$ cat src/rtl/fp_add_seq_ctrl.sv
// rtl/fp_add_seq_ctrl.sv - sequencing FSM for the floating-point adder datapath
module fp_add_seq_ctrl #(
  parameter int MANT_W    = 23,
  parameter int ALIGN_LIM = 26,
  parameter int NORM_MAX  = 25
) (
  input  logic       clk,
  input  logic       rst,
  input  logic       start,
  input  logic [7:0] exp_diff,
  input  logic       a_exp_ge_b,
  input  logic       sum_carry,
  input  logic       sum_msb,
  input  logic       sum_zero,
  input  logic [7:0] exp_val,
  output logic       ld_exp,
  output logic       exp_sel,
  output logic       cen_up_exp,
  output logic       cen_down_exp,
  output logic       ld_mant,
  output logic       swap,
  output logic       shr_small,
  output logic       flush_small,
  output logic       ld_sum,
  output logic       shr_sum,
  output logic       shl_sum,
  output logic       clr_exp,
  output logic       busy,
  output logic       done,
  output logic       ovf,
  output logic       unf
);

  // norm_cnt must reach NORM_MAX and also cover a full mantissa-width left walk
  localparam int NORM_SPAN = (NORM_MAX > MANT_W + 2) ? NORM_MAX : MANT_W + 2;
  localparam int CNT_W     = $clog2(NORM_SPAN + 1);

  localparam logic [2:0] S_IDLE  = 3'd0;
  localparam logic [2:0] S_LOAD  = 3'd1;
  localparam logic [2:0] S_ALIGN = 3'd2;
  localparam logic [2:0] S_ADD   = 3'd3;
  localparam logic [2:0] S_NORM  = 3'd4;
  localparam logic [2:0] S_DONE  = 3'd5;

  logic [2:0]       state, state_nxt;
  logic [7:0]       shift_cnt;
  logic [CNT_W-1:0] norm_cnt;
  logic             ovf_set, unf_set, norm_inc;

  always_comb begin
    state_nxt    = state;
    ld_exp       = 1'b0;
    exp_sel      = 1'b0;
    cen_up_exp   = 1'b0;
    cen_down_exp = 1'b0;
    ld_mant      = 1'b0;
    swap         = 1'b0;
    shr_small    = 1'b0;
    flush_small  = 1'b0;
    ld_sum       = 1'b0;
    shr_sum      = 1'b0;
    shl_sum      = 1'b0;
    clr_exp      = 1'b0;
    done         = 1'b0;
    ovf_set      = 1'b0;
    unf_set      = 1'b0;
    norm_inc     = 1'b0;
    case (state)
      S_IDLE: begin
        if (start) state_nxt = S_LOAD;
      end
      S_LOAD: begin
        ld_mant = 1'b1;
        ld_exp  = 1'b1;
        exp_sel = ~a_exp_ge_b;
        swap    = ~a_exp_ge_b;
        if (exp_diff >= 8'(ALIGN_LIM)) begin
          flush_small = 1'b1;
          state_nxt   = S_ADD;
        end else if (exp_diff == 8'd0) begin
          state_nxt = S_ADD;
        end else begin
          state_nxt = S_ALIGN;
        end
      end
      S_ALIGN: begin
        shr_small = 1'b1;
        if (shift_cnt == 8'd1) state_nxt = S_ADD;
      end
      S_ADD: begin
        ld_sum    = 1'b1;
        state_nxt = S_NORM;
      end
      S_NORM: begin
        // priority order matters: a zero sum wins over carry, carry over msb
        if (sum_zero) begin
          clr_exp   = 1'b1;
          state_nxt = S_DONE;
        end else if (sum_carry && exp_val >= 8'hFE) begin
          shr_sum    = 1'b1;
          cen_up_exp = (exp_val == 8'hFE);
          ovf_set    = 1'b1;
          state_nxt  = S_DONE;
        end else if (sum_carry) begin
          shr_sum    = 1'b1;
          cen_up_exp = 1'b1;
        end else if (sum_msb) begin
          state_nxt = S_DONE;
        end else if (exp_val <= 8'd1) begin
          unf_set   = 1'b1;
          state_nxt = S_DONE;
        end else if (norm_cnt == CNT_W'(NORM_MAX)) begin
          unf_set   = 1'b1;
          state_nxt = S_DONE;
        end else begin
          shl_sum      = 1'b1;
          cen_down_exp = 1'b1;
          norm_inc     = 1'b1;
        end
      end
      S_DONE: begin
        done      = 1'b1;
        state_nxt = S_IDLE;
      end
      default: state_nxt = S_IDLE;
    endcase
  end

  assign busy = (state != S_IDLE);

  always_ff @(posedge clk) begin
    if (rst) begin
      state     <= S_IDLE;
      shift_cnt <= 8'd0;
      norm_cnt  <= '0;
      ovf       <= 1'b0;
      unf       <= 1'b0;
    end else begin
      state <= state_nxt;
      if (state == S_IDLE && start) begin
        ovf <= 1'b0;
        unf <= 1'b0;
      end
      if (ovf_set) ovf <= 1'b1;
      if (unf_set) unf <= 1'b1;
      if (state == S_LOAD) begin
        shift_cnt <= exp_diff;
        norm_cnt  <= '0;
      end
      if (state == S_ALIGN) shift_cnt <= shift_cnt - 8'd1;
      if (norm_inc) norm_cnt <= norm_cnt + 1'b1;
    end
  end

endmodule

$ cat config.mk
export PLATFORM = sky130hd
export DESIGN_NAME = fp_add_seq_ctrl
export DESIGN_NICKNAME = d
export VERILOG_FILES = /design/src/rtl/fp_add_seq_ctrl.sv
export SDC_FILE = /design/constraint.sdc
export NUM_CORES = 1
export LEC_CHECK = 0
export CAP_MARGIN = 20
export CORE_AREA = 2 2 55 57
export DETAILED_ROUTE_END_ITERATION = 6
export DIE_AREA = 0 0 57 59
export PLACE_DENSITY = 0.76
export SYNTH_ARGS = -nofsm -noshare
export SYNTH_HDL_FRONTEND = slang
export SYNTH_SLANG_ARGS = --single-unit
$ cat constraint.sdc
create_clock -name clk -period 2.2 [get_ports clk]
set_input_delay 0.44 -clock clk [delete_from_list [all_inputs] [get_ports clk]]
set_output_delay 0.44 -clock clk [all_outputs]
set_load 0.1 [all_outputs]
==> results.yml, run 1 <==
outcome:
  status: "finished, violations left"
  failed_checks: "setup timing"
synth:
  ys_ff_latch: 18
  seq_area_frac_synth_pct: 30.3
  ys_types: 46
  syn_nets: 166
  ys.flop_type: "dfxtp_1"
  synthArstFlopShare_pct: 0
  syn_avg_cell_area_um2: 8.56
  synth-edff-count: 0
  yosys_warnings: 0
  synth.cell_area_mm2: 0.00119
  syn_inst: 139
clocking:
  cts_tree: "yes"
  htree_levels: 1
  cts_sinks: 18
  cts.path.max_buffers: 2
  cts_made_buffers: 3
  clock_latency_ns: 0.29
  clk_pin_slew_ns: 0.11
  hold_buffers: 0
  root_buffer: "clkbuf_4"
pwr:
  total_leakage_power_nw: 0.714
  vdd_ir_drop_max_mv: 0.992
  power.density_mw_per_mm2: 1000
worst_setup_path:
  crit_arrival_ns: 1.89
  r2r_cells: 7
  cp-start-kind: "flop"
  cp.required_ns: 1.76
  setup.worst_path.class: "reg -> out"
  crit_path_end_kind: "primary output"
  path_max_fanout: 4
floorplan:
  die_y_um: 59
  row_count: 19
  initial_core_util_pct: 43.9
  die_x_um: 57
  io_pins: 39
  core_area_mm2: 0.00271
  die_area_mm2: 0.00336
route:
  vias: 1264
  wl_met1_um: 1280
  wl_met2_um: 1640
  vias_per_cell: 5.85
  firstDrtPassIters: 4
  wl_met3_um: 230
  drt_iter0_drc: 44
  wl_per_cell_um: 14.6
  ant_nets: 0
  totalWireLength_um: 3160
  drc_errors: 0
  dr.max_layer_used: "met4"
final_layout:
  drive_above_1_share_pct: 33.0
  final_cells: 216
  final_cell_mix: "18 x clkdlybuf4s50_1, 17 x buf_4, 16 x dfxtp_1"
  antenna_cells: 0
  multi_input_area_um2: 758
  final_common_cell: "clkdlybuf4s50_1"
  stdcell_area_mm2: 0.00185
  fill_cells: 219
  area_delta_synth_final_pct: 55.5
  final_nets: 213
  seq_area_um2: 363
sta:
  fin_skew_ns: 0.00391
  hold_viol_final: 0
  setup_ws_ns: -0.127
  fin_crit_sh_pct: 106
  fmax_mhz: 430
  setup-violations-final: 3
  rsz0062_at_grt: "yes"
  drv_slew: 0
  relSlewSlack_pct: 73.7
  final.min_clock_period_ns: 2.33
  tightest_slew_ns: 0.393
placement:
  place_area_mm2: 0.00177
  placedCellCount: 207
  port_buffers: 38
  place_congestion: 0.865
  dp_hpwl_um: 2400
global_routing:
  grt_overflow: 0
  grtUsageTotal_pct: 20.3
  grt_pass1_vias: 1247
  grt_start_max_net_pins: 12
  grt_pass1_wl_um: 5450
  antenna_found_initial: 0
worst_hold_path:
  hold_path_class: "reg -> reg"
  hold_path_depth: 2
job:
  maxCapViolCount: 0
## routing by layer
layer | track usage (%) | vias up
met2 | 37.4 | 52
li1 | - | 613
met4 | 7.97 | 0
met1 | 23.5 | 597
met3 | 3.28 | 2
met5 | 0 | -
## stage by stage
step                      hold WS, ns  power (mW)  worst slack [ns]  TNS (ns)  utilization [%]
after detailed placement        0.501        1.62            -0.353     -1.96             65.2
after global routing            0.543        1.96            -0.184    -0.497             68.3
after global placement          0.487        1.60            -0.273     -1.53             65.2
final                           0.522        1.86            -0.127    -0.296             68.3
after floorplan                 0.473        1.27            -0.518    -0.886                -
after CTS                       0.528        1.84            -0.163    -0.429             67.2
## cells in the mapped netlist (2+ instances only)
cell type  instances  area share [%]
nor2_1            10             3.2
dfxtp_1           18              30
ha_1               4             4.2
clkbuf_2           2            0.84
buf_6              3             2.8
clkbuf_8           2             2.3
a31oi_1            4             2.1
a21o_2             2             1.5
o21ai_0            2            0.84
nand3b_1           2             1.3
a22oi_1            2             1.3
nand3_1            7             2.9
nand2b_1           3             1.6
a211o_2            2             1.7
or2_2              3             1.6
o211ai_1           6             3.8
or4_1              4             2.5
a21oi_1            9             3.8
nor3_1             3             1.3
buf_4              4             2.5
nand2_1           10             3.2
or3_1              6             3.2
nor4_1             2             1.1
inv_1              6             1.9
o311ai_0           2             1.5
## worst max-delay path, stage by stage (launching register included)
cell     delay (ns)
dfxtp_2        0.34
or3b_4         0.41
or4_4          0.47
nor2_4         0.18
buf_12         0.20
## final timing paths
path | end | startpoint | slack [ns]
max | shl_sum | state[0] | -0.13
min reg2reg | ovf | ovf | 0.52
max reg2reg | shift_cnt[7] | state[0] | 0.23
min | ovf | ovf | 0.52
## final cells by class
cell class                      count  share of cell area, %
Multi-Input combinational cell    103                   41.0
Timing Repair Buffer               53                   33.7
Sequential cell                    18                   19.6
Tap cell                           31                   2.10
Clock buffer                        4                   1.96
Inverter                            7                   1.69
## state kept, by name, indices dropped and copies added, names as in the netlist
register,count
state,3
ovf,1
shift_cnt,8
unf,1
norm_cnt,5
## cells by family after synthesis
kind of cell	share of synthesized area (%)
DFF	30.3
buffers and inverters	10.7
and+or+nand+nor	28.6
adders and majority gates	4.21
AOI/OAI and AO/OA	26.2
## report_power, final
part / total [mW] / switching (mW) / internal (mW)
logic: 1.19 / 0.727 / 0.467
clock network: 0.208 / 0.107 / 0.101
registers: 0.457 / 0.0583 / 0.398
total: 1.86 / 0.892 / 0.967
## repair_timing
| item | 4_1_cts | 5_1_grt |
|---|---|---|
| resized for setup | 8 | 2 |
| cloned | 0 | 0 |
| buffers inserted | 2 | 3 |
| endpoints found under the setup margin | 5 | 8 |
| pin swaps | 4 | 3 |
No activity file was read; power rests on OpenSTA's default activity.
==> run 2: changes to the inputs <==
--- a/config.mk
+++ b/config.mk
@@ -6,10 +6,11 @@
 export NUM_CORES = 1
 export LEC_CHECK = 0
 export CAP_MARGIN = 20
-export CORE_AREA = 2 2 55 57
+export CORE_AREA = 2 2 53 55
 export DETAILED_ROUTE_END_ITERATION = 6
-export DIE_AREA = 0 0 57 59
-export PLACE_DENSITY = 0.76
+export DIE_AREA = 0 0 55 57
+export GPL_ROUTABILITY_DRIVEN = 0
+export PLACE_DENSITY = 0.81
 export SYNTH_ARGS = -nofsm -noshare
 export SYNTH_HDL_FRONTEND = slang
 export SYNTH_SLANG_ARGS = --single-unit
==> constraint.sdc (replaced) <==
create_clock -name clk -period 2.8 [get_ports clk]
set_input_delay 0.56 -clock clk [delete_from_list [all_inputs] [get_ports clk]]
set_output_delay 0.56 -clock clk [all_outputs]
set_load 0.1 [all_outputs]
==> run 2 against run 1 <==
  * The flow now finishes without violations
  * Worst setup slack improved by 0.22 ns
  * Clock power decreased by 23%
  * Non-clock buffer count shrank 11
  * Wire length is 6.2% lower
  * Combinational power fell by 35%
  * Highest routed layer unchanged
==> results.yml, run 2 (synthesis results as in run 1) <==
outcome:
  status: "finished clean"
clocking:
  cts_tree: "yes"
  cts.path.max_buffers: 2
  htree_levels: 1
  root_buffer: "clkbuf_4"
  cts_sinks: 18
  clk_pin_slew_ns: 0.11
  cts_made_buffers: 3
  clock_latency_ns: 0.30
  hold_buffers: 0
  post_cts_buffers: 0
floorplan:
  initial_core_util_pct: 45.5
  die_area_mm2: 0.00314
  die_y_um: 57
  die_x_um: 55
  core_area_mm2: 0.00262
  row_count: 19
  io_pins: 39
route:
  totalWireLength_um: 2970
  wl_met3_um: 232
  drc_errors: 0
  wl_met2_um: 1450
  wl_per_cell_um: 14.5
  firstDrtPassIters: 4
  dr.max_layer_used: "met4"
  wl_met1_um: 1230
  drt_iter0_drc: 18
  vias: 1226
  vias_per_cell: 5.98
  ant_nets: 0
sta:
  fin_crit_sh_pct: 96.5
  tightest_slew_ns: 0.551
  rsz0062_at_grt: "no"
  drv_slew: 0
  setup-violations-final: 0
  tns_ns: 0
  hold_viol_final: 0
  relSlewSlack_pct: 63.1
  fin_skew_ns: 0.00998
  whs_ns: 0.515
  final.min_clock_period_ns: 2.70
  fmax_mhz: 370
final_layout:
  largest_register_ffs: 8
  regMostFlops: "shift_cnt"
  final_common_cell: "clkdlybuf4s50_1"
  fill_cells: 236
  antenna_cells: 0
  reg.largest.list: "shift_cnt x8, norm_cnt x5, state x3"
  final_cells: 205
  final_nets: 202
  area_delta_synth_final_pct: 38.5
  seq_area_um2: 362
  final_cell_mix: "22 x clkdlybuf4s50_1, 17 x dfxtp_1, 12 x buf_4"
  drive_above_1_share_pct: 24.7
  multi_input_area_um2: 714
placement:
  dp_hpwl_um: 2270
  port_buffers: 38
  placedCellCount: 201
job:
  maxCapViolCount: 0
global_routing:
  antenna_found_initial: 0
  grt_pass1_vias: 1196
  grt_start_max_net_pins: 16
  grtUsageTotal_pct: 20.0
  grt_overflow: 0
  grt_pass1_wl_um: 4760
worst_setup_path:
  crit_path_end_kind: "primary output"
  cp.required_ns: 2.24
  timing.rr.end: "norm_cnt[1]"
  cp-start-kind: "primary input"
  setup.worst_path.class: "in -> out"
  crit_start: "exp_val[7]"
  crit_chain: "clkdlybuf4s50_1, or4_1, o41ai_4, nor2_2, buf_12"
  cp_top_family: "simple AND/OR/NAND/NOR gates"
  crit_buf_inv: 2
  r2r_slack_ns: 0.72
  r2r-start: "state[0]"
  cpPeakStageDelay_ns: 0.58
  path_max_fanout: 3
  crit_path_top_delay_cell: "or4_1"
  crit_arrival_ns: 2.14
  r2r_cells: 5
pwr:
  vdd_ir_drop_max_mv: 0.767
  total_leakage_power_nw: 0.630
  p_seq_share_pct: 28.9
  clkPwrFrac_pct: 12.3
  finalPower_mw: 1.31
  power_switching_mw: 0.663
  internal_power_mw: 0.644
  comb_power_share_pct: 58.7
  power.density_mw_per_mm2: 793
  sw_frac_of_total_pct: 50.7
worst_hold_path:
  hold_path_class: "reg -> reg"
  hold_path_depth: 2
  min_from: "shift_cnt[6]"
  holdPathEnd: "shift_cnt[6]"
==> run 2: changes by cell type in the layout (fill, tap and decap cells not counted), moves of 2 or more <==
| cell | delta |
|---|---|
| buf_4 | -5 |
| nor2_2 | +2 |
| clkdlybuf4s50_1 | +4 |
| nand2_1 | +2 |
| nand2_2 | -2 |
| buf_12 | -6 |
| dlygate4sd2_1 | -4 |
| nor2_4 | -2 |
==> run 2: power by group through the flow <==
stage	Combinational (mW)	Sequential, mW	Clock, mW
after CTS	0.768	0.375	0.166
final	0.768	0.378	0.161
after floorplan	0.620	0.348	0
after detailed placement	0.766	0.381	0
after global placement	0.748	0.373	0
after global routing	0.813	0.390	0.174
==> run 2: repair_timing <==
action                                  in CTS  in global routing
gates resized for setup                      0                  1
endpoints found under the setup margin       0                  2
endpoints found under the hold margin        0                  0
==> run 2: final cells by class <==
type | count | area share [%]
Timing Repair Buffer | 42 | 28.5
Sequential cell | 18 | 21.9
Clock buffer | 4 | 2.20
Multi-Input combinational cell | 103 | 43.4
Inverter | 7 | 1.59
Tap cell | 31 | 2.35
==> run 2: worst max path at each step <==
stage | end | slack, ns | cells past startpoint
after global routing | cen_down_exp | 0.03 | 5
final | shl_sum | 0.1 | 5
after floorplan | shl_sum | -0.39 | 6
after global placement | shl_sum | 0.12 | 5
after CTS | shl_sum | 0.08 | 5
after detailed placement | shl_sum | 0.09 | 5
==> run 2: worst min-delay path, cell delays in order, from the launching register on <==
cell and delay [ns]:
dfxtp_1 0.35, nand3_1 0.07, a31oi_1 0.06
==> run 2: per-layer routing <==
metal	GRT usage (%)	vias up
met3	3.93	7
met1	22.4	570
met5	0	-
met4	10.1	0
met2	34.7	54
li1	-	595
==> run 2: stage by stage <==
stage,util [%],worst slack (ns),cell area (um2)
floorplan,-,-0.393,1200
global placement,61.6,0.121,1610
detailed placement,61.6,0.0902,1610
CTS,63.0,0.0846,1650
global route,63.0,0.0296,1650
finish,63.0,0.0978,1650
==> run 3: changes to the inputs <==
--- a/config.mk
+++ b/config.mk
@@ -11,6 +11,7 @@
 export DIE_AREA = 0 0 55 57
 export GPL_ROUTABILITY_DRIVEN = 0
 export PLACE_DENSITY = 0.81
+export REMOVE_ABC_BUFFERS = 1
 export SYNTH_ARGS = -nofsm -noshare
 export SYNTH_HDL_FRONTEND = slang
 export SYNTH_SLANG_ARGS = --single-unit
==> run 3 against run 2 <==
  * Design area up 0.68%
  * Wire length down 3.6%
  * Die area unchanged
  * First-iteration DRC count rose by 120%
  * Sequential share of layout area is 0.22 points lower
  * Global-route usage down 0.15 points
  * Cell count rose by 1.5%
  * Critical path type unchanged
  * Largest cell class unchanged
==> results.yml, run 3 (synthesis results as in run 1) <==
final_layout:
  largest_register_ffs: 8
  antenna_cells: 0
  reg.largest.list: "shift_cnt x8, norm_cnt x5, state x3"
  drive_above_1_share_pct: 23.7
  final_cells: 208
  regMostFlops: "shift_cnt"
  stdcell_area_mm2: 0.00166
  area_delta_synth_final_pct: 39.4
  fill_cells: 234
  final_cell_mix: "22 x clkdlybuf4s50_1, 18 x dfxtp_1, 15 x buf_4"
  final_nets: 205
  utilization_pct: 63.4
  final_common_cell: "clkdlybuf4s50_1"
floorplan:
  io_pins: 39
  core_area_mm2: 0.00262
  row_count: 19
  die_area_mm2: 0.00314
  initial_core_util_pct: 45.5
  die_x_um: 55
  die_y_um: 57
clocking:
  cts.path.max_buffers: 2
  htree_levels: 1
  clk_pin_slew_ns: 0.10
  post_cts_buffers: 0
  root_buffer: "clkbuf_4"
  hold_buffers: 0
  clock_latency_ns: 0.30
  cts_resized: 0
  cts_tree: "yes"
  cts_sinks: 18
  cts_made_buffers: 3
sta:
  setup_ws_ns: 0.0865
  rsz0062_at_grt: "no"
  tightest_slew_ns: 0.566
  drv_slew: 0
  final.min_clock_period_ns: 2.71
  setup-violations-final: 0
  relSlewSlack_pct: 62.1
  fmax_mhz: 369
  fin_crit_sh_pct: 96.9
  hold_viol_final: 0
  fin_skew_ns: 0.00328
placement:
  dp_hpwl_um: 2210
  port_buffers: 38
  pre_cts_slack_ns: 0.0614
  place_area_mm2: 0.00162
  placedCellCount: 204
worst_setup_path:
  crit_arrival_ns: 2.15
  setup.worst_path.class: "in -> out"
  cpPeakStageDelay_ns: 0.57
  crit_path_end_kind: "primary output"
  crit_start: "exp_val[7]"
  cp.required_ns: 2.24
  cp-start-kind: "primary input"
  crit_chain: "clkdlybuf4s50_1, or4_1, o41ai_4, nor2_2, buf_12"
  r2r-start: "state[0]"
  path_max_fanout: 3
  cp_top_family: "simple AND/OR/NAND/NOR gates"
  crit_buf_inv: 2
  crit_path_top_delay_cell: "or4_1"
route:
  wl_per_cell_um: 13.8
  drc_errors: 0
  ant_nets: 0
  totalWireLength_um: 2860
  vias: 1247
  vias_per_cell: 6.00
  firstDrtPassIters: 4
  drt_iter0_drc: 39
global_routing:
  antenna_found_initial: 0
  grtUsageTotal_pct: 19.9
  grt_start_max_net_pins: 16
  grt_pass1_vias: 1181
  grt_pass1_wl_um: 4800
  grt_overflow: 0
pwr:
  vdd_ir_drop_max_mv: 0.816
  finalPower_mw: 1.31
  total_leakage_power_nw: 0.647
  power.density_mw_per_mm2: 792
job:
  maxCapViolCount: 0
worst_hold_path:
  min_from: "ovf"
  hold_path_class: "reg -> reg"
outcome:
  status: "finished clean"
run 3: layout make-up:
type	instances	area, um2	share of cell area, %
Tap cell	31	38.8	2.34
Clock buffer	4	36.3	2.19
Sequential cell	18	360	21.7
Timing Repair Buffer	45	493	29.7
Inverter	7	26.3	1.58
Multi-Input combinational cell	103	704	42.5
run 3: routing by layer:
layer	GRT usage (%)	vias up	part of all wire [%]
li1	-	601	-
met1	25.6	587	43
met2	33.8	56	48
met3	3.66	3	8.8
met4	4.53	0	0.66
met5	0	-	0
run 3: where the power goes:
group,switching (mW),internal [mW]
Clock,0.0806,0.0793
Combinational,0.530,0.267
Sequential,0.0455,0.312
run 3: path summary, 6_finish.rpt:
check	slack, ns	end	cells after the start
hold / removal	0.51	ovf	2
setup reg to reg	0.74	shift_cnt[7]	5
setup / recovery	0.09	cen_down_exp	5
hold reg to reg	0.51	ovf	2
run 3: worst register-to-register path: cells and delay by family, from the launching register on:
family                 cells  cell delay, ns
AO/OA/AOI/OAI              1            0.18
buffers and inverters      1            0.16
flip-flops                 1            0.33
AND/OR/NAND/NOR            3            1.33
run 3: per-stage QoR:
| step | hold slack (ns) | setup TNS, ns |
|---|---|---|
| floorplan | 0.469 | -7.70 |
| global placement | 0.485 | 0 |
| detailed placement | 0.490 | 0 |
| CTS | 0.516 | 0 |
| global route | 0.550 | 0 |
| finish | 0.508 | 0 |
==> variant 1: new RTL, flow settings as in run 2 <==
Set the parameter `NORM_MAX` to 50 (it was 25).
--- a/src/rtl/fp_add_seq_ctrl.sv
+++ b/src/rtl/fp_add_seq_ctrl.sv
@@ -3,5 +3,5 @@
   parameter int MANT_W    = 23,
   parameter int ALIGN_LIM = 26,
-  parameter int NORM_MAX  = 25
+  parameter int NORM_MAX  = 50
 ) (
   input  logic       clk,
Behaviour: same outputs for any inputs over 10 cycles, from zero or initial values and one cycle with rst high; that may be too few to reach the edited logic, so the function may still have changed.
==> variant 1 against run 2 <==
  * Sequential cell count increased by 1
  * Largest cell class unchanged
  * Via count increased by 7.4%
  * Worst setup slack improved by 0.0082 ns
  * Global-route usage increased by 3.2 points
  * Wire length increased by 8.3%
  * Area after synthesis decreased by 0.32%
  * Power decreased by 19%
  * Clock skew decreased by 0.0060 ns
  * Design area increased by 5.6%
==> variant 1: results (changes against run 2) <==
Parameter                              Value

Status
  Result of the run    finished, final reports clean

Timing
  Relative slew margins    57.4% (-5.6 points)
  Worst hold margin    0.469 ns (-0.0457 ns)
  Maximum clock skew at final layout    0.00393 ns (-0.00605 ns)

Final layout
  Proportion of layout cells with a drive suffix above 1    20.9% (-3.8 points)
  Filler Cell Count    216 (-8.5%)
  Total Nets Final    219 (+8.4%)
  Top flop regs    shift_cnt: 8 flops, norm_cnt: 6 flops, state: 3 flops

Critical path
  Endpoint of the worst-slack reg-to-reg timing path    norm_cnt[2]
  Critical Path Fanout Max    9 (+6)
  Startpoint of the most critical register-to-register path    state[1]
  Slowest-stage cell, CP    or4_4
  Setup slack of the worst register-to-register path    0.77 ns (+0.05 ns)
  Top cell family by delay on the critical path    simple AND/OR/NAND/NOR gates

Global routing
  Pin count of the biggest net entering global routing    19 (+3)
  Met2 track demand over resource in global routing    39.6% (+4.9 points)
  Global routing usage on met3    3.14% (-0.79 points)
  Global-route usage over all layers    23.2% (+3.2 points)
  First-pass GRT wire length    5400 um (+13%)
  Number of global-route vias before repair    1244 (+4.0%)
  Met1 global-route usage    30.1% (+7.6 points)

Synthesis
  Sequential-to-total area share from yosys stat    32.1% (+1.8 points)
  Number of unique standard cell types used by synthesis    41 (-11%)
  Most instantiated cells after synthesis    dfxtp_1 (19), nor2_1 (16), nand2_1 (15)
  Top cells by area, synth    dfxtp_1 (32%), nor2_1 (5.1%), nand2_1 (4.7%)

Power and ir drop
  P_leak    0.626 nW (-0.67%)
  Highest ir drop seen on vdd    0.000644 V (-16%)

Worst hold path
  Hold_sp    unf
  Number of cells on the worst hold path    2 (unchanged)
  End of the worst hold path    unf

Clock network
  Buffer cell driving the clock tree root    clkbuf_4
  CTS max path bufs    2 (unchanged)

Placement
  DP Wirelength    2410 um (+5.9%)
  Post-Place Worst Slack    0.138 ns (+0.0475 ns)
  Placed Instance Area    1700 um2 (+5.7%)

Route
  Initial DRC Count    50 (+32)
  Vias    1317 (+7.4%)
  Wirelength per Cell    14.5 um (about the same)
[variant 1: what timing repair did]
action	4_1_cts	5_1_grt
setup endpoints to repair	0	2
hold buffers	0	0
hold endpoints to repair	0	0
gates resized for setup	0	4
[variant 1: power groups by stage]
stage | Clock [mW] | Combinational [mW] | Sequential, mW
after floorplan | 0 | 0.400 | 0.341
after global placement | 0 | 0.551 | 0.353
after detailed placement | 0 | 0.563 | 0.354
after CTS | 0.150 | 0.566 | 0.350
after global routing | 0.159 | 0.602 | 0.360
final | 0.146 | 0.565 | 0.353
[variant 1: stage by stage]
step                      setup TNS (ns)  std cells
after floorplan                   -0.591        155
after detailed placement               0        218
after CTS                              0        222
after global placement                 0        218
final                                  0        222
after global routing                   0        222
[variant 1: cells by family after synthesis]
| family | synth area share, % |
|---|---|
| and+or+nand+nor | 33.4 |
| AOI/OAI and AO/OA | 22.7 |
| DFF | 32.1 |
| buffers and inverters | 6.86 |
| adders and majority gates | 4.22 |
| xor gates and xnor gates | 0.739 |
[variant 1: cell type report]
class	instances	area [um2]	share of cell area [%]
tap	31	38.8	2.23
inverter	8	30.0	1.73
multi-input combinational	118	754	43.4
sequential	19	383	22.0
clock buffer	4	26.3	1.51
timing repair buffer	42	508	29.2
[variant 1: worst max path at each step]
stage / startpoint / to / slack [ns] / depth (start not counted)
2_1_floorplan: state[1] / shl_sum / -0.33 / 6
3_3_place_gp: sum_msb / shl_sum / 0.17 / 4
3_5_place_dp: sum_carry / shl_sum / 0.14 / 4
4_1_cts: norm_cnt[0] / shl_sum / 0.03 / 6
5_1_grt: state[2] / shl_sum / 0.03 / 4
6_report: state[1] / shl_sum / 0.11 / 4
[variant 1: worst reg2reg max path, cell delays in order, from the launching register on]
cell and delay [ns]:
dfxtp_1 0.40, or3b_4 0.43, or4_4 0.45, buf_4 0.18, o311ai_0 0.33, a21oi_1 0.12
[variant 1: routing by layer]
metal	vias to the layer above	routed length [um]
met2	44	1670
li1	656	-
met5	-	0
met4	0	35
met1	613	1350
met3	4	153
==> variant 2: new RTL, settings of run 2 <==
Made on the original files. Register the input `exp_diff` before use, without a reset. The logic sees it one clock later. The other inputs are not delayed to match.
--- a/src/rtl/fp_add_seq_ctrl.sv
+++ b/src/rtl/fp_add_seq_ctrl.sv
@@ -43,4 +43,10 @@
   localparam logic [2:0] S_DONE  = 3'd5;
 
+  logic [7:0] exp_diff_q;
+
+  always_ff @(posedge clk) begin
+    exp_diff_q <= exp_diff;
+  end
+
   logic [2:0]       state, state_nxt;
   logic [7:0]       shift_cnt;
@@ -75,8 +81,8 @@
         exp_sel = ~a_exp_ge_b;
         swap    = ~a_exp_ge_b;
-        if (exp_diff >= 8'(ALIGN_LIM)) begin
+        if (exp_diff_q >= 8'(ALIGN_LIM)) begin
           flush_small = 1'b1;
           state_nxt   = S_ADD;
-        end else if (exp_diff == 8'd0) begin
+        end else if (exp_diff_q == 8'd0) begin
           state_nxt = S_ADD;
         end else begin
@@ -145,5 +151,5 @@
       if (unf_set) unf <= 1'b1;
       if (state == S_LOAD) begin
-        shift_cnt <= exp_diff;
+        shift_cnt <= exp_diff_q;
         norm_cnt  <= '0;
       end
Behaviour: not the same (a bounded check fails within 4 cycles, from zero or initial values and one cycle with rst high).
==> variant 2 against run 2 <==
  * Sequential cell count increased by 8
  * Worst setup slack improved by 0.024 ns
  * Clock power shrank 6%
  * Register-to-register slack improved by 0.03 ns
  * Worst hold slack worse by 0.039 ns
  * Wire length fell by 2.4%
  * Fmax up 0.89%
  * Design area up 10%
  * Area after synthesis grew 12%
  * Via count increased by 0.65%
  * Clock skew decreased by 0.0081 ns
  * Critical path type unchanged
  * Global-route usage increased by 0.25 points
  * Combinational power shrank 22%
  * Power fell by 6.4%
==> variant 2: results (changes against run 2) <==
Parameter                              Value

Synthesis
  Number of unique standard cell types used by synthesis    45 (-2.2%)
  Yosys warning total    0 (unchanged)
  Net count after synthesis    178 (+7.2%)
  Sequential-to-total area share from yosys stat    39.2% (+8.9 points)
  Most instantiated cells after synthesis    dfxtp_1 (26), a21oi_1 (11), nor2_1 (11)
  Mean cell area of the mapped netlist    8.79 um2 (+2.7%)

Power and ir drop
  P_leak    0.694 nW (+10%)
  Net switching fraction of the power    44.1% (-6.6 points)

Critical path
  Setup slack of the worst register-to-register path    0.75 ns (+0.03 ns)
  Critical Path Fanout Max    2 (-1)
  Crit-path max cell delay    0.54 ns (-0.04 ns)
  Startpoint of the most critical register-to-register path    state[1]
  Endpoint of the worst-slack reg-to-reg timing path    shift_cnt[7]
  Worst r2r path cells    4 (-1)

Worst hold path
  End of the worst hold path    shift_cnt[5]

Route
  Initial DRC Count    62 (+44)
  DR vias/cell    5.74 (-4.0%)
  Number of detailed-routing iterations run before antenna repair    4 (unchanged)
  Final routed wirelength across all metal layers    2890 um (-2.4%)
  Wirelength per Cell    13.5 um (-7.0%)

Final layout
  Top flop regs    exp_diff_q: 8 flops, shift_cnt: 8 flops, norm_cnt: 5 flops
  Final core utilization    69.5% (+6.5 points)
  Proportion of layout cells with a drive suffix above 1    23.4% (-1.3 points)
  Total Nets Final    213 (+5.4%)
  Filler Cell Count    208 (-12%)

Global routing
  Pin count of the biggest net entering global routing    15 (-1)
  First-pass GRT wire length    4710 um (-1.0%)
  Global-route usage over all layers    20.3% (+0.25 points)

Status
  Result of the run    finished, final reports clean

Clock network
  Later-pin clock latency in the skew report    0.32 ns (+0.02 ns)

Placement
  Placed Instance Area    1790 um2 (+11%)

Timing
  Worst hold margin    0.476 ns (-0.0387 ns)
==> variant 2: timing repair <==
action                     in CTS  in global routing
resized for setup               0                  2
hold endpoints to repair        0                  0
setup endpoints to repair       0                  4
==> variant 2: how the worst max path moves through the flow <==
stage	endpoint	slack, ns	depth (start not counted)
3_5_place_dp	cen_down_exp	0.12	5
6_report	shl_sum	0.12	5
4_1_cts	cen_up_exp	0.08	4
2_1_floorplan	shl_sum	-0.38	6
5_1_grt	cen_down_exp	0.04	5
3_3_place_gp	cen_down_exp	0.13	5
==> variant 2: worst min-delay path: cells and delay by family (launching register included) <==
family	cells	cell delay [ns]
DFF	1	0.33
AOI/OAI and AO/OA	1	0.06
and+or+nand+nor	1	0.05
==> variant 2: area by class of cell <==
cell class / count / area share [%]
tap: 31 / 2.13
inverter: 9 / 1.86
sequential: 26 / 28.8
clock buffer: 3 / 1.24
timing repair buffer: 42 / 27.3
multi-input combinational: 104 / 38.7
==> variant 2: kinds of logic after synthesis <==
| kind of cell | share of synthesized area, % |
|---|---|
| and+or+nand+nor | 23.5 |
| DFF | 39.2 |
| buffers and inverters | 8.86 |
| AOI/OAI and AO/OA | 24.7 |
| adders and majority gates | 3.77 |
==> variant 2: routing by layer <==
metal,GRT usage [%],vias to the layer above,part of all wire [%]
met5,0,-,0
met4,8.71,0,1.6
met3,3.40,4,9.0
met2,34.0,57,48
met1,24.9,552,42
li1,-,621,-
==> variant 2: power groups by stage <==
| stage | logic (mW) | clock network [mW] | registers, mW |
|---|---|---|---|
| 5_1_grt | 0.642 | 0.173 | 0.481 |
| 6_report | 0.601 | 0.151 | 0.471 |
| 3_5_place_dp | 0.597 | 0 | 0.475 |
| 3_3_place_gp | 0.584 | 0 | 0.472 |
| 4_1_cts | 0.599 | 0.157 | 0.467 |
| 2_1_floorplan | 0.456 | 0 | 0.451 |
